<file path="src/rtl/pipe_ctrl_unit_v2.sv">
// pipe_ctrl_unit_v2: MIPS ID decode plus E/M/W control pipeline with
// stall/flush, valid tracking, retire counter, sticky illegal flag and debug mux.
module pipe_ctrl_unit_v2 #(
    parameter int ALUC_W = 4,
    parameter int CNT_W  = 16
) (
    input  logic              clk,
    input  logic              reset,
    input  logic [5:0]        opD,
    input  logic [5:0]        funcD,
    input  logic              validD,
    input  logic              equalD,
    input  logic              flushE,
    input  logic              stallE,
    input  logic [2:0]        sel,
    output logic              pcsrcD,
    output logic              branchD,
    output logic              jumpD,
    output logic              illegalD,
    output logic              alusrcE,
    output logic              regdstE,
    output logic              shiftE,
    output logic              regwriteE,
    output logic              mem2regE,
    output logic [ALUC_W-1:0] alucontrolE,
    output logic              memwriteM,
    output logic              regwriteM,
    output logic              mem2regM,
    output logic              regwriteW,
    output logic              mem2regW,
    output logic              validE,
    output logic              validM,
    output logic              validW,
    output logic [CNT_W-1:0]  retire_cnt,
    output logic              illegal_seen,
    output logic [31:0]       disdata
);
    localparam int EW = ALUC_W + 7;

    logic regwrite, regdst, alusrc, mem2reg, memwrite, branch, jump, shift, ill;
    logic [3:0] aluc;
    logic memwriteE;
    logic [EW-1:0] e_q;
    logic [3:0] m_q;
    logic [2:0] w_q;
    logic [31:0] rep_op, rep_fn;

    always_comb begin
        {regwrite, regdst, alusrc, mem2reg, memwrite, branch, jump, shift, ill} = '0;
        aluc = 4'b0000;
        case (opD)
            6'b000000: begin
                regwrite = 1'b1;
                regdst   = 1'b1;
                case (funcD)
                    6'b100000: aluc = 4'b0010;
                    6'b100010: aluc = 4'b0110;
                    6'b100100: aluc = 4'b0000;
                    6'b100101: aluc = 4'b0001;
                    6'b101010: aluc = 4'b0111;
                    6'b000000: begin aluc = 4'b1000; shift = 1'b1; end
                    6'b000010: begin aluc = 4'b1001; shift = 1'b1; end
                    default:   ill = 1'b1;
                endcase
            end
            6'b100011: begin regwrite = 1'b1; alusrc = 1'b1; mem2reg = 1'b1; aluc = 4'b0010; end
            6'b101011: begin memwrite = 1'b1; alusrc = 1'b1; aluc = 4'b0010; end
            6'b000100, 6'b000101: begin branch = 1'b1; aluc = 4'b0110; end
            6'b001000: begin regwrite = 1'b1; alusrc = 1'b1; aluc = 4'b0010; end
            6'b001100: begin regwrite = 1'b1; alusrc = 1'b1; aluc = 4'b0000; end
            6'b001101: begin regwrite = 1'b1; alusrc = 1'b1; aluc = 4'b0001; end
            6'b001010: begin regwrite = 1'b1; alusrc = 1'b1; aluc = 4'b0111; end
            6'b000010: jump = 1'b1;
            default:   ill = 1'b1;
        endcase
        if (ill || !validD) begin
            {regwrite, regdst, alusrc, mem2reg, memwrite, branch, jump, shift} = '0;
            aluc = 4'b0000;
        end
    end

    // beq and bne differ only in opcode bit 0
    assign branchD  = branch;
    assign jumpD    = jump;
    assign illegalD = ill & validD;
    assign pcsrcD   = branch & (opD[0] ? ~equalD : equalD);

    always_ff @(posedge clk or negedge reset) begin
        if (!reset) begin
            e_q          <= '0;
            m_q          <= '0;
            w_q          <= '0;
            retire_cnt   <= '0;
            illegal_seen <= 1'b0;
        end else begin
            e_q <= flushE ? '0 : stallE ? e_q :
                   {validD, alusrc, regdst, shift, regwrite, mem2reg, memwrite, ALUC_W'(aluc)};
            // a held E must not also advance into M, or it would execute twice
            m_q          <= (stallE && !flushE) ? '0 : {validE, memwriteE, regwriteE, mem2regE};
            w_q          <= {m_q[3], m_q[1], m_q[0]};
            retire_cnt   <= retire_cnt + CNT_W'(validW);
            illegal_seen <= illegal_seen | (illegalD & ~flushE & ~stallE);
        end
    end

    assign {validE, alusrcE, regdstE, shiftE, regwriteE, mem2regE, memwriteE, alucontrolE} = e_q;
    assign {validM, memwriteM, regwriteM, mem2regM} = m_q;
    assign {validW, regwriteW, mem2regW} = w_q;

    always_comb begin
        rep_op = '0;
        rep_fn = '0;
        for (int i = 0; i < 6; i++) begin
            rep_op[4*i +: 4] = {4{opD[i]}};
            rep_fn[4*i +: 4] = {4{funcD[i]}};
        end
    end

    assign disdata = sel == 3'd0 ? {3'b0, mem2regE, 3'b0, mem2regM, 3'b0, mem2regW, 3'b0, branchD,
                                    3'b0, regwriteE, 3'b0, regwriteM, 3'b0, regwriteW, 3'b0, regdstE}
                   : sel == 3'd1 ? rep_op
                   : sel == 3'd2 ? rep_fn
                   : sel == 3'd3 ? {8{alucontrolE[3:0]}}
                   : sel == 3'd4 ? 32'(retire_cnt)
                   : sel == 3'd5 ? {illegal_seen, 28'b0, validE, validM, validW}
                   : 32'b0;
endmodule

</file>
<file path="config.mk">
export PLATFORM = sky130hd
export DESIGN_NAME = pipe_ctrl_unit_v2
export DESIGN_NICKNAME = d
export VERILOG_FILES = /design/src/rtl/pipe_ctrl_unit_v2.sv
export SDC_FILE = /design/constraint.sdc
export NUM_CORES = 1
export LEC_CHECK = 0
export CAP_MARGIN = 40
export CORE_ASPECT_RATIO = 0.5
export CORE_MARGIN = 5
export CORE_UTILIZATION = 48
export CTS_CLUSTER_DIAMETER = 150
export CTS_CLUSTER_SIZE = 12
export DETAILED_ROUTE_END_ITERATION = 6
export PLACE_DENSITY = 0.94
export SLEW_MARGIN = 20
export SYNTH_ARGS = -nofsm -noshare
export SYNTH_HDL_FRONTEND = slang
export SYNTH_SLANG_ARGS = --single-unit
</file>
<file path="constraint.sdc">
create_clock -name clk -period 6.54 [get_ports clk]
set_input_delay 1.962 -clock clk [delete_from_list [all_inputs] [get_ports clk]]
set_output_delay 1.962 -clock clk [all_outputs]
set_load 0.01 [all_outputs]
</file>
==> results.yml <==
status:
  outcome: "finished, final reports clean"
cells_and_area:
  relative_area_change_from_synthesis_to_final_layout_pct: 44.48
  final_nets: 423
  postLayoutCellArea_um2: 3523
  share_of_cells_above_drive_strength_1: 0.07000
  antenna_cells: 0
  seqCellArea_um2: 875.8
  final_cell_mix: "90 x sky130_fd_sc_hd__clkdlybuf4s50_1, 38 x sky130_fd_sc_hd__nand2_1, 35 x sky130_fd_sc_hd__a21oi_1, 35 x sky130_fd_sc_hd__dfrtp_1, 32 x sky130_fd_sc_hd__o21ai_0"
  filler_cell_count: 388
  total_area_of_multi_input_combinational_cells_um2: 1398
  layout.cells.most_common: "sky130_fd_sc_hd__clkdlybuf4s50_1"
global_route:
  grt_antenna_before_repair: 0
  first_pass_grt_wire_length_mm: 13.30
  grt_remaining_overflow: 0
  grt_start_max_net_pins: 36
  grtUsageTotal: 0.2529
  grt_pass1_vias: 2657
timing:
  timing_worst_slew_pin_value_ns: 0.6600
  relative_max_transition_margin: 0.5538
  period_share: 0.9558
  rsz0062_at_grt: "no"
  max_freq_mhz: 160.0
  final_period_minus_worst_setup_slack_ns: 6.251
  final-max-slew-violation-count: 0
  hold_violations: 0
  timing.setup.tns_ns: 0
  hold_ws_ns: 0.4156
  setup_viol: 0
  fin_clk_skew_ns: 0.002200
pwr:
  fraction_of_power_consumed_by_sequential_logic: 0.433
  power_w: 0.0005957
  power_report.internal_total_w: 0.0004032
  power.ir.vdd_worst_mv: 0.09741
  comb_power_share: 0.293
  switching_share: 0.3231
  share_clk_of_total_power: 0.273
  power_density_nw_per_um2: 169.1
  power.net_switching_w: 0.0001925
  p_leak_nw: 1.432
detailed_routing:
  drt-total-wl_mm: 8.341
  wl_per_cell_um: 17.75
  route.vias.total: 2727
  routed-wl-met2_mm: 4.088
  antenna_violating_nets_post_route: 0
  top_layer_used: "met4"
  drtPass1Iterations: 5
  met3_routed_length_um: 611
  drt_iter0_drc: 188
  met1Wirelength_mm: 3.463
  drc_markers: 0
  viasPerCell: 5.802
synthesis:
  synthArstFlopShare: 1.000
  syn_nets: 334
  yosys_warnings: 0
  synthFlopType: "sky130_fd_sc_hd__dfrtp_1"
  syn-instance-count: 311
  synth-seq-cells: 35
  synth_cell_type_count: 47
  synth-seq-area-share: 0.3592
  synth.cell_area_um2: 2439
  synth_enable_flop_cells: 0
  synth.avg_cell_area_um2: 7.841
clock_tree:
  clock-root-buffer: "sky130_fd_sc_hd__clkbuf_8"
  clk_transition_reported_paths_ns: 0.07
  clock_sinks: 35
  ctsLongestPathBuffers: 2
  cts_hold_repair.buffers: 0
  numCtsBuffers: 5
  cts_setup_buffers: 0
  level_count_of_the_clock_h_tree: 2
  insertion_delay_ns: 0.30
  post_cts_resize_count: 0
  tritoncts_clock_tree: "yes"
min_path:
  worst_hold_startpoint: "m_q[3]"
  worstHoldPathType: "reg -> reg"
setup_path:
  worstPathArrival_ns: 4.29
  timing.critical_path.to_type: "primary output"
  timing.rr.start: "retire_cnt[0]"
  setup.worst_path.start_class: "input pin"
  crit_fanout: 14
  worstPathRequired_ns: 4.58
  timing.critical_path.from: "sel[0]"
  crit_type: "in -> out"
die:
  initial_util: 0.4944
  die-height_um: 60.40
  design.die.area_um2: 6692
  core_area_um2: 4932
  io_pins: 91
  die_width_um: 110.8
  row_cnt: 18
placement:
  place_area_um2: 3428
  gp_congestion: 0.9483
  port-buffer-count: 90
  detailed_place_hpwl_mm: 6.396
flow_run:
  cap_violations: 0
-- path summary, 6_finish.rpt --
path / endpoint / slack [ns] / cells past startpoint
worst max register to register: retire_cnt[15] / 4.98 / 6
max in group asynchronous: retire_cnt[7] / 4.15 / 2
worst min register to register: w_q[2] / 0.42 / 0
min in group asynchronous: e_q[10] / 2.08 / 2
worst max-delay path: disdata[10] / 0.29 / 7
worst min-delay path: w_q[2] / 0.42 / 0
-- metrics by stage --
step | setup WS, ns | utilization | cells
6_report | 0.2890 | 0.7144 | 470
5_1_grt | 0.09046 | 0.7144 | 470
3_3_place_gp | 0.4695 | 0.6951 | 462
4_1_cts | 0.3343 | 0.7128 | 469
2_1_floorplan | 1.419 | - | 311
3_5_place_dp | 0.3401 | 0.6951 | 462
-- kinds of logic (layout without fill, tap and decap cells) --
family | Yosys count | count (layout) | share of synthesized area
AOI/OAI and AO/OA | 94 | 94 | 0.2324
xor gates and xnor gates | 15 | 15 | 0.05387
adders and majority gates | 2 | 2 | 0.01026
buffers and inverters | 36 | 125 | 0.06773
DFF | 35 | 35 | 0.3592
muxes | 2 | 2 | 0.01385
and+or+nand+nor | 127 | 127 | 0.2627
-- power by group through the flow --
| stage | sequential (W) | clock (W) | combinational [W] |
|---|---|---|---|
| 4_1_cts | 0.000257 | 0.000164 | 0.000174 |
| 3_3_place_gp | 0.000259 | 0 | 0.000168 |
| 3_5_place_dp | 0.000260 | 0 | 0.000173 |
| 6_report | 0.000258 | 0.000163 | 0.000175 |
| 5_1_grt | 0.000260 | 0.000176 | 0.000188 |
| 2_1_floorplan | 0.000257 | 0 | 0.0000715 |
-- layout make-up --
type | count | share of cell area
clock inverter | 1 | 0.001420
timing repair buffer | 105 | 0.2912
sequential | 35 | 0.2486
inverter | 13 | 0.01385
multi-input combinational | 240 | 0.3967
tap | 70 | 0.02486
clock buffer | 6 | 0.02344
-- critical path, stage by stage --
cell and delay [ns]:
sky130_fd_sc_hd__clkdlybuf4s50_1 0.77, sky130_fd_sc_hd__buf_4 0.27, sky130_fd_sc_hd__a21oi_1 0.07, sky130_fd_sc_hd__nor3_1 0.30, sky130_fd_sc_hd__a21oi_1 0.06, sky130_fd_sc_hd__o21ai_0 0.25
sky130_fd_sc_hd__clkdlybuf4s50_1 0.59
-- synth_stat cells, drive strengths merged (2+ instances only) --
cell type  count  area [um^2]
a211oi         3        22.52
a21o           3        22.52
xor2           5        43.79
ha             2        25.02
nor3           5        25.02
a22o           6        52.55
nor2          27        101.4
and3           5        31.28
xnor2         10        87.58
a21oi         35        175.2
nor2b         13        81.33
clkbuf        14        52.55
nand2b         4        25.02
o311ai         2        17.52
dfrtp         35        875.8
nand2         38        142.6
or3            3        23.77
nand4          3        18.77
nor3b          3        22.52
buf            9        63.81
nand3         15        75.07
o211ai         2        15.01
nor4           2        27.53
and2           5        31.28
inv           13        48.80
o21ai         32        160.2
-- state kept, by name, summed over array words and instances, names as in the netlist --
register,cells
retire_cnt,16
illegal_seen,1
w_q,3
m_q,4
e_q,11
-- routing by layer --
metal  track usage  up-vias
met1        0.3141     1327
met4       0.09825        0
met2        0.4517      119
li1              -     1260
met3       0.05080       21
met5             0        -
No activity file was read; power rests on OpenSTA's default activity.
